## config.mk

```make
export PLATFORM = sky130hd
export DESIGN_NAME = gs_rom_arb
export DESIGN_NICKNAME = d
export VERILOG_FILES = /design/src/rtl/gs_rom_arb.sv
export SDC_FILE = /design/constraint.sdc
export NUM_CORES = 1
export LEC_CHECK = 0
export BUFFER_PORTS_ARGS = -buffer_cell sky130_fd_sc_hd__buf_4
export CAP_MARGIN = 10
export CORE_MARGIN = 8
export CORE_UTILIZATION = 35
export DETAILED_ROUTE_END_ITERATION = 8
export GPL_TIMING_DRIVEN = 0
export PLACE_DENSITY_LB_ADDON = 0.3
export SLEW_MARGIN = 20
export SYNTH_ARGS = -nofsm -noshare
export SYNTH_HDL_FRONTEND = slang
export SYNTH_SLANG_ARGS = --single-unit
```

## constraint.sdc

```tcl
create_clock -name clk_bus -period 7.49 [get_ports clk_bus]
set_input_delay 0.749 -clock clk_bus [delete_from_list [all_inputs] [get_ports clk_bus]]
set_output_delay 0.749 -clock clk_bus [all_outputs]
set_load 0.01 [all_outputs]
```

## src/rtl/gs_rom_arb.sv

```systemverilog
// gs_rom_arb: shares one single-port GS ROM between FIFO-buffered loader writes and GS CPU reads.
// Define GS_ROM_ARB_CSUM_EN to add the csum output (running sum of committed write bytes).
module gs_rom_arb #(
  parameter int unsigned FIFO_DEPTH = 4,
  parameter int unsigned STARVE_MAX = 8,
  parameter int unsigned AW         = 15
) (
  input  logic                        clk_bus,
  input  logic                        reset,
  input  logic                        loader_act,
  input  logic [31:0]                 loader_a,
  input  logic [7:0]                  loader_d,
  input  logic                        loader_wr,
  input  logic                        gs_rd_req,
  input  logic [AW-1:0]               gs_a,
  output logic [7:0]                  gs_dout,
  output logic                        gs_rd_ack,
  output logic [AW-1:0]               mem_a,
  output logic [7:0]                  mem_d,
  output logic                        mem_we,
  input  logic [7:0]                  mem_q,
  output logic [$clog2(FIFO_DEPTH):0] fifo_level,
  output logic                        ovf,
`ifdef GS_ROM_ARB_CSUM_EN
  output logic [7:0]                  csum,
`endif
  output logic                        wr_idle
);

  localparam int unsigned PW = $clog2(FIFO_DEPTH);
  localparam int unsigned LW = PW + 1;
  localparam int unsigned EW = AW + 8;
  localparam int unsigned SW = $clog2(STARVE_MAX + 1);
  localparam logic [LW-1:0] DEPTH_L  = LW'(FIFO_DEPTH);
  localparam logic [SW-1:0] STARVE_L = SW'(STARVE_MAX);

  typedef enum logic [1:0] {
    S_IDLE,
    S_READ,
    S_RESP,
    S_WRITE
  } state_e;

  state_e          state_q, state_d;
  logic [EW-1:0]   fifo_mem_q [FIFO_DEPTH];
  logic [PW-1:0]   rd_ptr_q, rd_ptr_d;
  logic [PW-1:0]   wr_ptr_q, wr_ptr_d;
  logic [LW-1:0]   level_q, level_d;
  logic [SW-1:0]   starve_q, starve_d;
  logic            act_q, act_d;
  logic            ovf_q, ovf_d;
  logic [AW-1:0]   mem_a_q, mem_a_d;
  logic [7:0]      mem_d_q, mem_d_d;
  logic            mem_we_q, mem_we_d;
  logic [7:0]      gs_dout_q, gs_dout_d;
  logic            gs_rd_ack_q, gs_rd_ack_d;

  logic            push, push_ok, pop, rd_grant, fifo_ne, act_rise;
  logic [EW-1:0]   push_ent, pop_ent;
  logic            unused_addr_hi;

  assign unused_addr_hi = ^loader_a[30:AW];

  always_comb begin
    push     = loader_act & loader_wr & loader_a[31];
    push_ent = {loader_a[AW-1:0], loader_d};
    pop_ent  = fifo_mem_q[rd_ptr_q];
    fifo_ne  = (level_q != '0);
    act_rise = loader_act & ~act_q;
    state_d  = state_q;
    pop      = 1'b0;
    rd_grant = 1'b0;

    case (state_q)
      S_IDLE: begin
        // The ack cycle grants nothing: the requester is still dropping its req.
        if (!gs_rd_ack_q) begin
          if (fifo_ne && (starve_q == STARVE_L)) begin
            state_d = S_WRITE;
            pop     = 1'b1;
          end else if (gs_rd_req) begin
            state_d  = S_READ;
            rd_grant = 1'b1;
          end else if (fifo_ne) begin
            state_d = S_WRITE;
            pop     = 1'b1;
          end
        end
      end
      S_READ:  state_d = S_RESP;
      S_RESP:  state_d = S_IDLE;
      S_WRITE: state_d = S_IDLE;
      default: state_d = S_IDLE;
    endcase

    push_ok  = push & ((level_q < DEPTH_L) | pop);
    wr_ptr_d = push_ok ? wr_ptr_q + PW'(1) : wr_ptr_q;
    rd_ptr_d = pop ? rd_ptr_q + PW'(1) : rd_ptr_q;
    case ({push_ok, pop})
      2'b10:   level_d = level_q + LW'(1);
      2'b01:   level_d = level_q - LW'(1);
      default: level_d = level_q;
    endcase

    starve_d = starve_q;
    if (!fifo_ne || pop) begin
      starve_d = '0;
    end else if (rd_grant && (starve_q != STARVE_L)) begin
      starve_d = starve_q + SW'(1);
    end

    act_d = loader_act;
    ovf_d = act_rise ? 1'b0 : ovf_q;
    if (push && !push_ok) begin
      ovf_d = 1'b1;
    end

    mem_a_d  = mem_a_q;
    mem_d_d  = mem_d_q;
    mem_we_d = pop;
    if (rd_grant) begin
      mem_a_d = gs_a;
    end
    if (pop) begin
      mem_a_d = pop_ent[EW-1:8];
      mem_d_d = pop_ent[7:0];
    end

    gs_rd_ack_d = (state_q == S_RESP);
    gs_dout_d   = (state_q == S_RESP) ? mem_q : gs_dout_q;
  end

  always_ff @(posedge clk_bus) begin
    if (push_ok) begin
      fifo_mem_q[wr_ptr_q] <= push_ent;
    end
  end

  always_ff @(posedge clk_bus or posedge reset) begin
    if (reset) begin
      state_q     <= S_IDLE;
      rd_ptr_q    <= '0;
      wr_ptr_q    <= '0;
      level_q     <= '0;
      starve_q    <= '0;
      act_q       <= 1'b0;
      ovf_q       <= 1'b0;
      mem_a_q     <= '0;
      mem_d_q     <= '0;
      mem_we_q    <= 1'b0;
      gs_dout_q   <= '0;
      gs_rd_ack_q <= 1'b0;
    end else begin
      state_q     <= state_d;
      rd_ptr_q    <= rd_ptr_d;
      wr_ptr_q    <= wr_ptr_d;
      level_q     <= level_d;
      starve_q    <= starve_d;
      act_q       <= act_d;
      ovf_q       <= ovf_d;
      mem_a_q     <= mem_a_d;
      mem_d_q     <= mem_d_d;
      mem_we_q    <= mem_we_d;
      gs_dout_q   <= gs_dout_d;
      gs_rd_ack_q <= gs_rd_ack_d;
    end
  end

`ifdef GS_ROM_ARB_CSUM_EN
  logic [7:0] csum_q, csum_d;

  always_comb begin
    csum_d = csum_q + (mem_we_q ? mem_d_q : 8'h00);
    if (act_rise) begin
      csum_d = '0;
    end
  end

  always_ff @(posedge clk_bus or posedge reset) begin
    if (reset) begin
      csum_q <= '0;
    end else begin
      csum_q <= csum_d;
    end
  end

  assign csum = csum_q;
`endif

  assign gs_dout    = gs_dout_q;
  assign gs_rd_ack  = gs_rd_ack_q;
  assign mem_a      = mem_a_q;
  assign mem_d      = mem_d_q;
  assign mem_we     = mem_we_q;
  assign fifo_level = level_q;
  assign ovf        = ovf_q;
  assign wr_idle    = (level_q == '0) && (state_q != S_WRITE);

endmodule

```

Word level (Yosys, flattened, before mapping):

Memories as Yosys holds them, arrays and structs flattened.
Index checks and enable logic that the tools add are counted.

* bitwise logic cells: 6
* $lt $le $gt $ge: 1
* reductions and logical operators: 16
* $add $sub $neg: 5
* equality and inequality tests: 10
* multiplexer cells: 23

Operator list (count)
* $mux 15: 2
* $mux 1: 13
* $mux 2: 4
* $mux 4: 2
* $ne 4x4->1 const B: 2
* $reduce_bool 2->1: 4
* $eq 2x2->1 const B: 3
* $pmux 2 s3: 1
* $pmux 3 s2: 1
* $add 2x1->2 const B: 2
* $add 4x1->4 const B: 1
* $and 1x1->1: 4
* $eq 2x1->1 const B: 2
* $eq 4x4->1 const B: 1
* $logic_and 1x1->1: 4
* $ne 2x2->1 const B: 2
* $add 3x1->3 const B: 1
* $logic_not 3->1: 1
* $lt 3x3->1 const B: 1
* $reduce_bool 3->1: 1
* $sub 3x1->3 const B: 1
* $logic_not 1->1: 2
* $logic_not 2->1: 1
* $reduce_and 2->1: 1
* 4 further kinds: 4

* register bits: 48
* word-level logic and storage cells: 74
* input bits: 68
* memory bits (writable): 92
* output and inout port bits: 38
* memories: 1

Memories
* fifo_mem_q: words 4, width 23, rd ports 1, clocked after Yosys merged registers in 0, wr ports 1, RTL line 45 `logic [EW-1:0] fifo_mem_q [FIFO_DEPTH];`

Longest topological paths before layout:

Gate-level depths: netlist of run 1.

* depth after elaboration: 11
* depth in mapped cells: 11
* mapped depth without buffers: 11

Worst setup path after synthesis of run 1:

No wires, ideal clock.

* kind: input-to-reg
* from: input port gs_rd_req
* to: register level_q[2] (netlist: fifo_level[2])
* data required time: 7.410 ns
* library setup time: 0.080 ns
* cell stages on the path: 9
* path slack: 4.888 ns
* data arrival time: 2.522 ns
* cells stage by stage: clkbuf_1 > a211oi_4 > buf_4 > ha_1 > inv_1 > fa_1 > xor2_1 > nor2_1 > xnor2_1

* longest elaborated chain between the ends: 8
* elaborated cells between the ends (all ways): 10

Ends and longest elaborated chain
* from (decl): RTL line 14 `input logic gs_rd_req,`
* $mux 1 *: RTL line 81 `end else if (gs_rd_req) begin`
* $mux 1 *: RTL line 78 `if (fifo_ne && (starve_q == STARVE_L)) begin`
* $mux 1 *: RTL line 77 `if (!gs_rd_ack_q) begin`
* $mux 1 *: RTL line 74 `case (state_q)`
* named net mem_we_d: RTL line 54 `logic mem_we_q, mem_we_d;`
* $or 1x1->1: RTL line 96 `push_ok = push & ((level_q < DEPTH_L) | pop);`
* $and 1x1->1: RTL line 96
* $eq 2x1->1 / $eq 2x2->1 (equally long branches): RTL line 99 `case ({push_ok, pop})`
* $pmux 3 s2 / $reduce_bool 2->1 (equally long branches)
* to (signal assigned): RTL line 157 `level_q <= level_d;`
* to (decl): RTL line 48 `logic [LW-1:0] level_q, level_d;`

Mark *: on every way through the listed nets, which the timed path passes. The rest lies on a longest branch.
A chain may end at the register's enable or synchronous reset.

Worst setup path in the final report of run 1:

* from: register starve_q[0]
* to: register level_q[2] (netlist: fifo_level[2])

* longest elaborated chain between the ends: 9
* elaborated cells between the ends (all ways): 11

Ends and longest elaborated chain
* from (decl): RTL line 49 `logic [SW-1:0] starve_q, starve_d;`
* from (signal assigned): RTL line 158 `starve_q <= starve_d;`
* $eq 4x4->1 *: RTL line 78
* $logic_and 1x1->1 *: RTL line 78
* $mux 1 *: RTL line 78
* $mux 1 *: RTL line 77
* $mux 1 *: RTL line 74
* named net mem_we_d: RTL line 54
* $or 1x1->1: RTL line 96
* $and 1x1->1: RTL line 96
* $eq 2x1->1 / $eq 2x2->1 (equally long branches): RTL line 99
* $pmux 3 s2 / $reduce_bool 2->1 (equally long branches)

Marks and branches as above.

==> results of run 1 <==
worst reg2reg max path: cells and delay by family (launching register included):
kind | cells | cell delay (ns)
adders and majority gates | 3 | 0.73
AOI/OAI and AO/OA | 1 | 0.56
buffers and inverters | 3 | 0.45
DFF | 1 | 0.43
and+or+nand+nor | 2 | 0.36
xor gates and xnor gates | 2 | 0.28
placed cells by master (no fill, tap or decap), types with 2 or more instances in the layout:
| cell | n |
|---|---|
| nand3_1 | 3 |
| mux2_2 | 14 |
| xor2_1 | 2 |
| buf_2 | 4 |
| inv_1 | 59 |
| or3_1 | 3 |
| nand2_1 | 2 |
| bufinv_16 | 2 |
| edfxtp_1 | 92 |
| o31ai_1 | 2 |
| buf_6 | 2 |
| mux2_4 | 3 |
| dfrtp_1 | 48 |
| clkbuf_16 | 17 |
| xnor2_1 | 4 |
| and2_2 | 4 |
| clkinv_1 | 2 |
| a222oi_1 | 15 |
| buf_4 | 91 |
| clkinv_4 | 2 |
| ha_1 | 7 |
| clkbuf_1 | 8 |
| inv_6 | 2 |
| clkinvlp_4 | 2 |
| mux4_2 | 23 |
| a21oi_1 | 5 |
metal layers:
| layer | track usage [%] | vias up | routed length, µm | share of wire (%) |
|---|---|---|---|---|
| li1 | - | 1410 | - | - |
| met1 | 14.0 | 1543 | 4840 | 42 |
| met2 | 19.9 | 85 | 5850 | 51 |
| met3 | 4.66 | 4 | 791 | 6.9 |
| met4 | 4.53 | 0 | 55 | 0.48 |
| met5 | 0 | - | 0 | 0 |
per-stage QoR:
stage | power (mW) | cell area, µm²
3_5_place_dp | 1.97 | 6550
6_report | 2.73 | 7120
4_1_cts | 2.77 | 7120
5_1_grt | 2.88 | 7120
3_3_place_gp | 1.94 | 6530
2_1_floorplan | 1.62 | 5600
area by class of cell:
| class | count | area, µm² | share of cell area, % |
|---|---|---|---|
| buffer | 13 | 80.1 | 1.13 |
| clock buffer | 22 | 444 | 6.24 |
| clock inverter | 10 | 118 | 1.65 |
| inverter | 60 | 225 | 3.17 |
| multi-input combinational | 108 | 1330 | 18.7 |
| sequential | 140 | 3960 | 55.7 |
| tap | 216 | 270 | 3.80 |
| timing repair buffer | 89 | 681 | 9.57 |
sequential cells by signal, indices dropped and copies added (netlist names), 3 cells and up:
register	flops
fifo_mem_q	92
mem_a	15
gs_dout	8
mem_d	8
starve_q	4
fifo_level	3
cell families after synthesis:
| group | count (synthesis) | share of synthesized area [%] |
|---|---|---|
| flops | 140 | 70.8 |
| buf+inv | 73 | 5.45 |
| mux | 41 | 13.1 |
| compound gates | 33 | 5.63 |
| simple gates | 20 | 2.19 |
| fa+ha+maj | 8 | 1.92 |
| xor+xnor | 6 | 0.939 |
cell usage after synthesis, drive strengths merged (2+ instances only):
cell type	n	area, µm²
edfxtp	92	2760
inv	60	225
dfrtp	48	1200
mux4	23	518
mux2	17	203
a222oi	15	150
buf	10	68.8
ha	7	87.6
a21oi	5	25.0
and2	5	31.3
xnor2	4	35.0
clkbuf	3	11.3
nand3	3	15.0
or3	3	18.8
nand2	2	7.51
nor3	2	15.0
o21ai	2	13.8
o31ai	2	15.0
xor2	2	17.5
worst min-delay path by stage:
stage                     from  cells past startpoint    endpoint
floorplan                act_q                      2         ovf
global route        loader_act                      1       act_q
global placement    state_q[1]                      1  state_q[1]
CTS                      reset                      2  gs_dout[4]
detailed placement  state_q[1]                      1  state_q[1]
finish                   reset                      2    mem_a[6]
power by group:
group,internal [mW],total (mW),switching (mW)
registers,0.973,1.06,0.0853
logic,0.451,0.870,0.419
clock network,0.491,0.799,0.308
total,1.91,2.73,0.812
==> metrics.txt, run 1 <==
Post-CTS Setup Repair Bufs 0; GRT overflow 0; worst-margin pin slew 0.732 ns; hold_buf cts 0; status finished clean; Fmax 0.346 GHz; crit path cell chain inv_1 > ha_1 > nand3b_2 > a211oi_4 > buf_4 > ha_1 > inv_1 > fa_1 > xor2_1 > nor2_1 > xnor2_1; sum of buffers and inverters on the critical path 3; crit path capture type flop; Die X 142 µm; CTS Buf Count 17; CP Launch Point starve_q[0]; RSZ-0062 raised after global routing false; r2r setup slk 4.60 ns; CP arrival 3.21 ns; non-filler cells in the finished layout 658; initial core utilization 35.5%; crit path to fifo_level[2]; core area 15800 µm²; all-layer global routing usage 12.1%; nets 505; Syn Inst Count 321; Post-DP HPWL 7.81 mm; Max stage delay on crit path 0.56 ns; yosys warns 0; IO buf count 88; share of layout cells above drive strength 1 39.6%; antenna violations before repair 0; Clock transition at path regs 0.06 ns; most common flop cell mapped by yosys edfxtp_1; Critical Path RT 7.82 ns; WHS 0.426 ns; r2r endpoint fifo_level[2]; number of global-route vias before repair 3284; Row Count 46; setup tns final 0 ns; post-synthesis cell type count 41; PD cells 383 nW/µm²; post-cts sizing count 0; root buffer cell clkbuf_16; DRT Wirelength 11.5 mm; area grow syn2layout 27.1%; Place WS 4.45 ns; Max Cap Violations 0; Register-to-Register Path Depth 11; die footprint 20300 µm²; Slew headroom 50.8%; H-tree levels 4; largest net degree at the start of global routing 28; Detail Route Antenna Nets 0; Die Y 142 µm; EDFF count, synth 92; clk_lat worst skew 0.41 ns; CP Max Fanout 11; WP depth 11; DRC errors left 0; number of hold violations in the final report 0; # diodes 0; Finish-stage setup viols 0; Net Count, Synth 397; TritonCTS clock tree done; leakage 2.88 nW; filler instances 1440; drt pass-1 iters 5; Final min period 2.89 ns; flop and latch count out of synthesis 140; GPL Wtd Cong 0.702; Ports 106; CTS max path bufs 2; Syn Area/Cell 17.4 µm²; Tcrit/Tclk final 38.5%; Crit-path slowest cell a211oi_4; wire per inst 17.5 µm; first-pass GRT wire length 18.1 mm; Min-Delay Path Class input pin to asynchronous set/reset pin; Final WS setup 4.60 ns; register area share after synthesis 70.8%; worst clock skew 0.00771 ns; vias 3042; FFs w/ async S/R, synth 34.3%; Setup CP Type flop to flop; RR Startpoint starve_q[0]; post-synth design cell area 5600 µm²; DRT iter0 DRCs 279; final core utilization 45.1%; clock sinks 140; Crit path max-delay family adder cells; crit path launch type flop; VDD IR max 0.199 mV; fin. max-slew vios 0; Placed Cells 626; Vias/cell 4.62
Power figures use the tool's default switching activity.
==> run 2, diff against run 1 <==
==> constraint.sdc (replaced) <==
create_clock -name clk_bus -period 2.4 [get_ports clk_bus]
set_input_delay 0.24 -clock clk_bus [delete_from_list [all_inputs] [get_ports clk_bus]]
set_output_delay 0.24 -clock clk_bus [all_outputs]
set_load 0.01 [all_outputs]
==> metrics.txt, run 2 (synthesized netlist as in run 1, its figures left out) <==
most frequent cells in the layout buf_4, edfxtp_1, inv_1; TritonCTS clock tree done; all-layer global routing usage 12.3%; wire per inst 17.5 µm; r2r setup slk 0.03 ns; sum of buffers and inverters on the critical path 3; Switching Share 29.7%; leakage 2.99 nW; Slew headroom 45.4%; Max Cap Violations 0; worst clock skew 0.00735 ns; r2r endpoint fifo_level[2]; Min-Delay Path Class input pin to flop; RR Startpoint starve_q[1]; Ports 106; core area 15800 µm²; Fmax 0.421 GHz; Finish-stage setup viols 0; WHS 0.0204 ns; Placed Cells 627; Row Count 46; CP arrival 2.72 ns; Register-to-Register Path Depth 11; Final WS setup 0.0267 ns; Post-DP HPWL 7.82 mm; DRC errors left 0; root buffer cell clkbuf_16; antenna violations before repair 0; worst-margin pin slew 0.813 ns; first-pass GRT wire length 18.5 mm; Final min period 2.37 ns; IO buf count 88; number of global-route vias before repair 3370; Biggest register fifo_mem_q; drt pass-1 iters 5; H-tree levels 4; Die Y 142 µm; crit path capture type flop; sink of the worst hold path fifo_mem_q[1][10]; Max stage delay on crit path 0.43 ns; Crit-path slowest cell dfrtp_1; die footprint 20300 µm²; crit path cell chain inv_1 > ha_1 > nand3b_4 > a211oi_4 > buf_6 > ha_4 > inv_1 > fa_2 > xor2_1 > nor2_1 > xnor2_1; GRT overflow 0; CTS Buf Count 17; DRT Wirelength 11.7 mm; Vias/cell 4.60; clock sinks 140; Clock Power Share 30.3%; initial core utilization 35.5%; status finished clean; Detail Route Antenna Nets 0; total power 8.79 mW; Clock transition at path regs 0.06 ns; WP depth 11; final cell area excluding filler cells 7290 µm²; fin. max-slew vios 0; area grow syn2layout 30.3%; cell area after placement 6610 µm²; nets 514; VDD IR max 0.622 mV; Reg power frac 37.7%; Cells on Worst Hold Path 1; Die X 142 µm; Logic pwr share 32.1%; RSZ-0062 raised after global routing true; vias 3066; share of layout cells above drive strength 1 42.8%; largest net degree at the start of global routing 24; HP Start loader_a[2]; non-filler cells in the finished layout 667; crit path launch type flop; Setup CP Type flop to flop; Crit path max-delay family adder cells; Critical Path RT 2.74 ns; final core utilization 46.2%; GPL Wtd Cong 0.709; setup tns final 0 ns; CTS max path bufs 2; # diodes 0; DRT iter0 DRCs 267; internal power 6.18 mW; Largest register FFs 92; cell mode on critical path inv_1; CP Max Fanout 8; clk_lat worst skew 0.42 ns; Tcrit/Tclk final 98.9%; commonest non-fill, non-tap cell in the layout buf_4; number of hold violations in the final report 0; switching power total 2.61 mW; PD cells 1210 nW/µm²; Place WS -0.395 ns
run 2: changes by cell type in the layout (fill, tap and decap cells not counted), moves of 2 or more:
cell           before  now
clkinv_2            0    4
clkbuf_1            8    3
dlygate4sd3_1       0    2
buf_4              91   96
inv_6               2    4
buf_16              0    2
run 2: final cells by class:
| cell class | count | area [µm²] |
|---|---|---|
| multi-input combinational | 108 | 1360 |
| sequential | 140 | 3970 |
| timing repair buffer | 98 | 781 |
| fill | 1405 | 8480 |
| buffer | 13 | 83.8 |
| tap | 216 | 270 |
| inverter | 60 | 225 |
| clock buffer | 18 | 439 |
| clock inverter | 14 | 165 |
run 2: power groups by stage:
stage          Combinational (mW)  Clock [mW]  Sequential (mW)
2_1_floorplan                1.64           0             3.45
3_3_place_gp                 2.74           0             3.34
3_5_place_dp                 2.81           0             3.36
4_1_cts                      2.86        2.71             3.32
5_1_grt                      3.09        2.83             3.37
6_report                     2.82        2.66             3.31
run 2: how the worst max path moves through the flow:
stage | end | slack (ns) | startpoint
finish | fifo_level[2] | 0.03 | starve_q[1]
global route | fifo_mem_q[1][22] | -0.07 | state_q[1]
CTS | fifo_mem_q[1][16] | 0.003 | state_q[0]
detailed placement | fifo_level[2] | -0.39 | starve_q[0]
global placement | fifo_mem_q[1][20] | -0.48 | state_q[0]
floorplan | fifo_level[2] | 0.04 | state_q[0]
run 2: repair_timing:
item	4_1_cts	5_1_grt
setup buffers	4	2
hold buffers	2	0
pin swaps	2	1
endpoints found under the setup margin	94	71
gates resized for setup	2	3
endpoints found under the hold margin	13	0
run 2: per-layer routing:
metal | routed length (µm) | track usage, % | vias to the layer above
li1 | - | - | 1435
met1 | 4840 | 14.0 | 1547
met2 | 5810 | 20.4 | 79
met3 | 946 | 5.20 | 5
met4 | 104 | 4.25 | 0
met5 | 0 | 0 | -
run 2: worst reg2reg max path, delay by kind of cell, from the launching register on:
family,cells,cell delay (ns)
AO/OA/AOI/OAI,1,0.32
XOR/XNOR,2,0.28
adder cells (fa/ha/maj),3,0.67
buffers and inverters,3,0.29
flip-flops,1,0.43
AND/OR/NAND/NOR,2,0.32
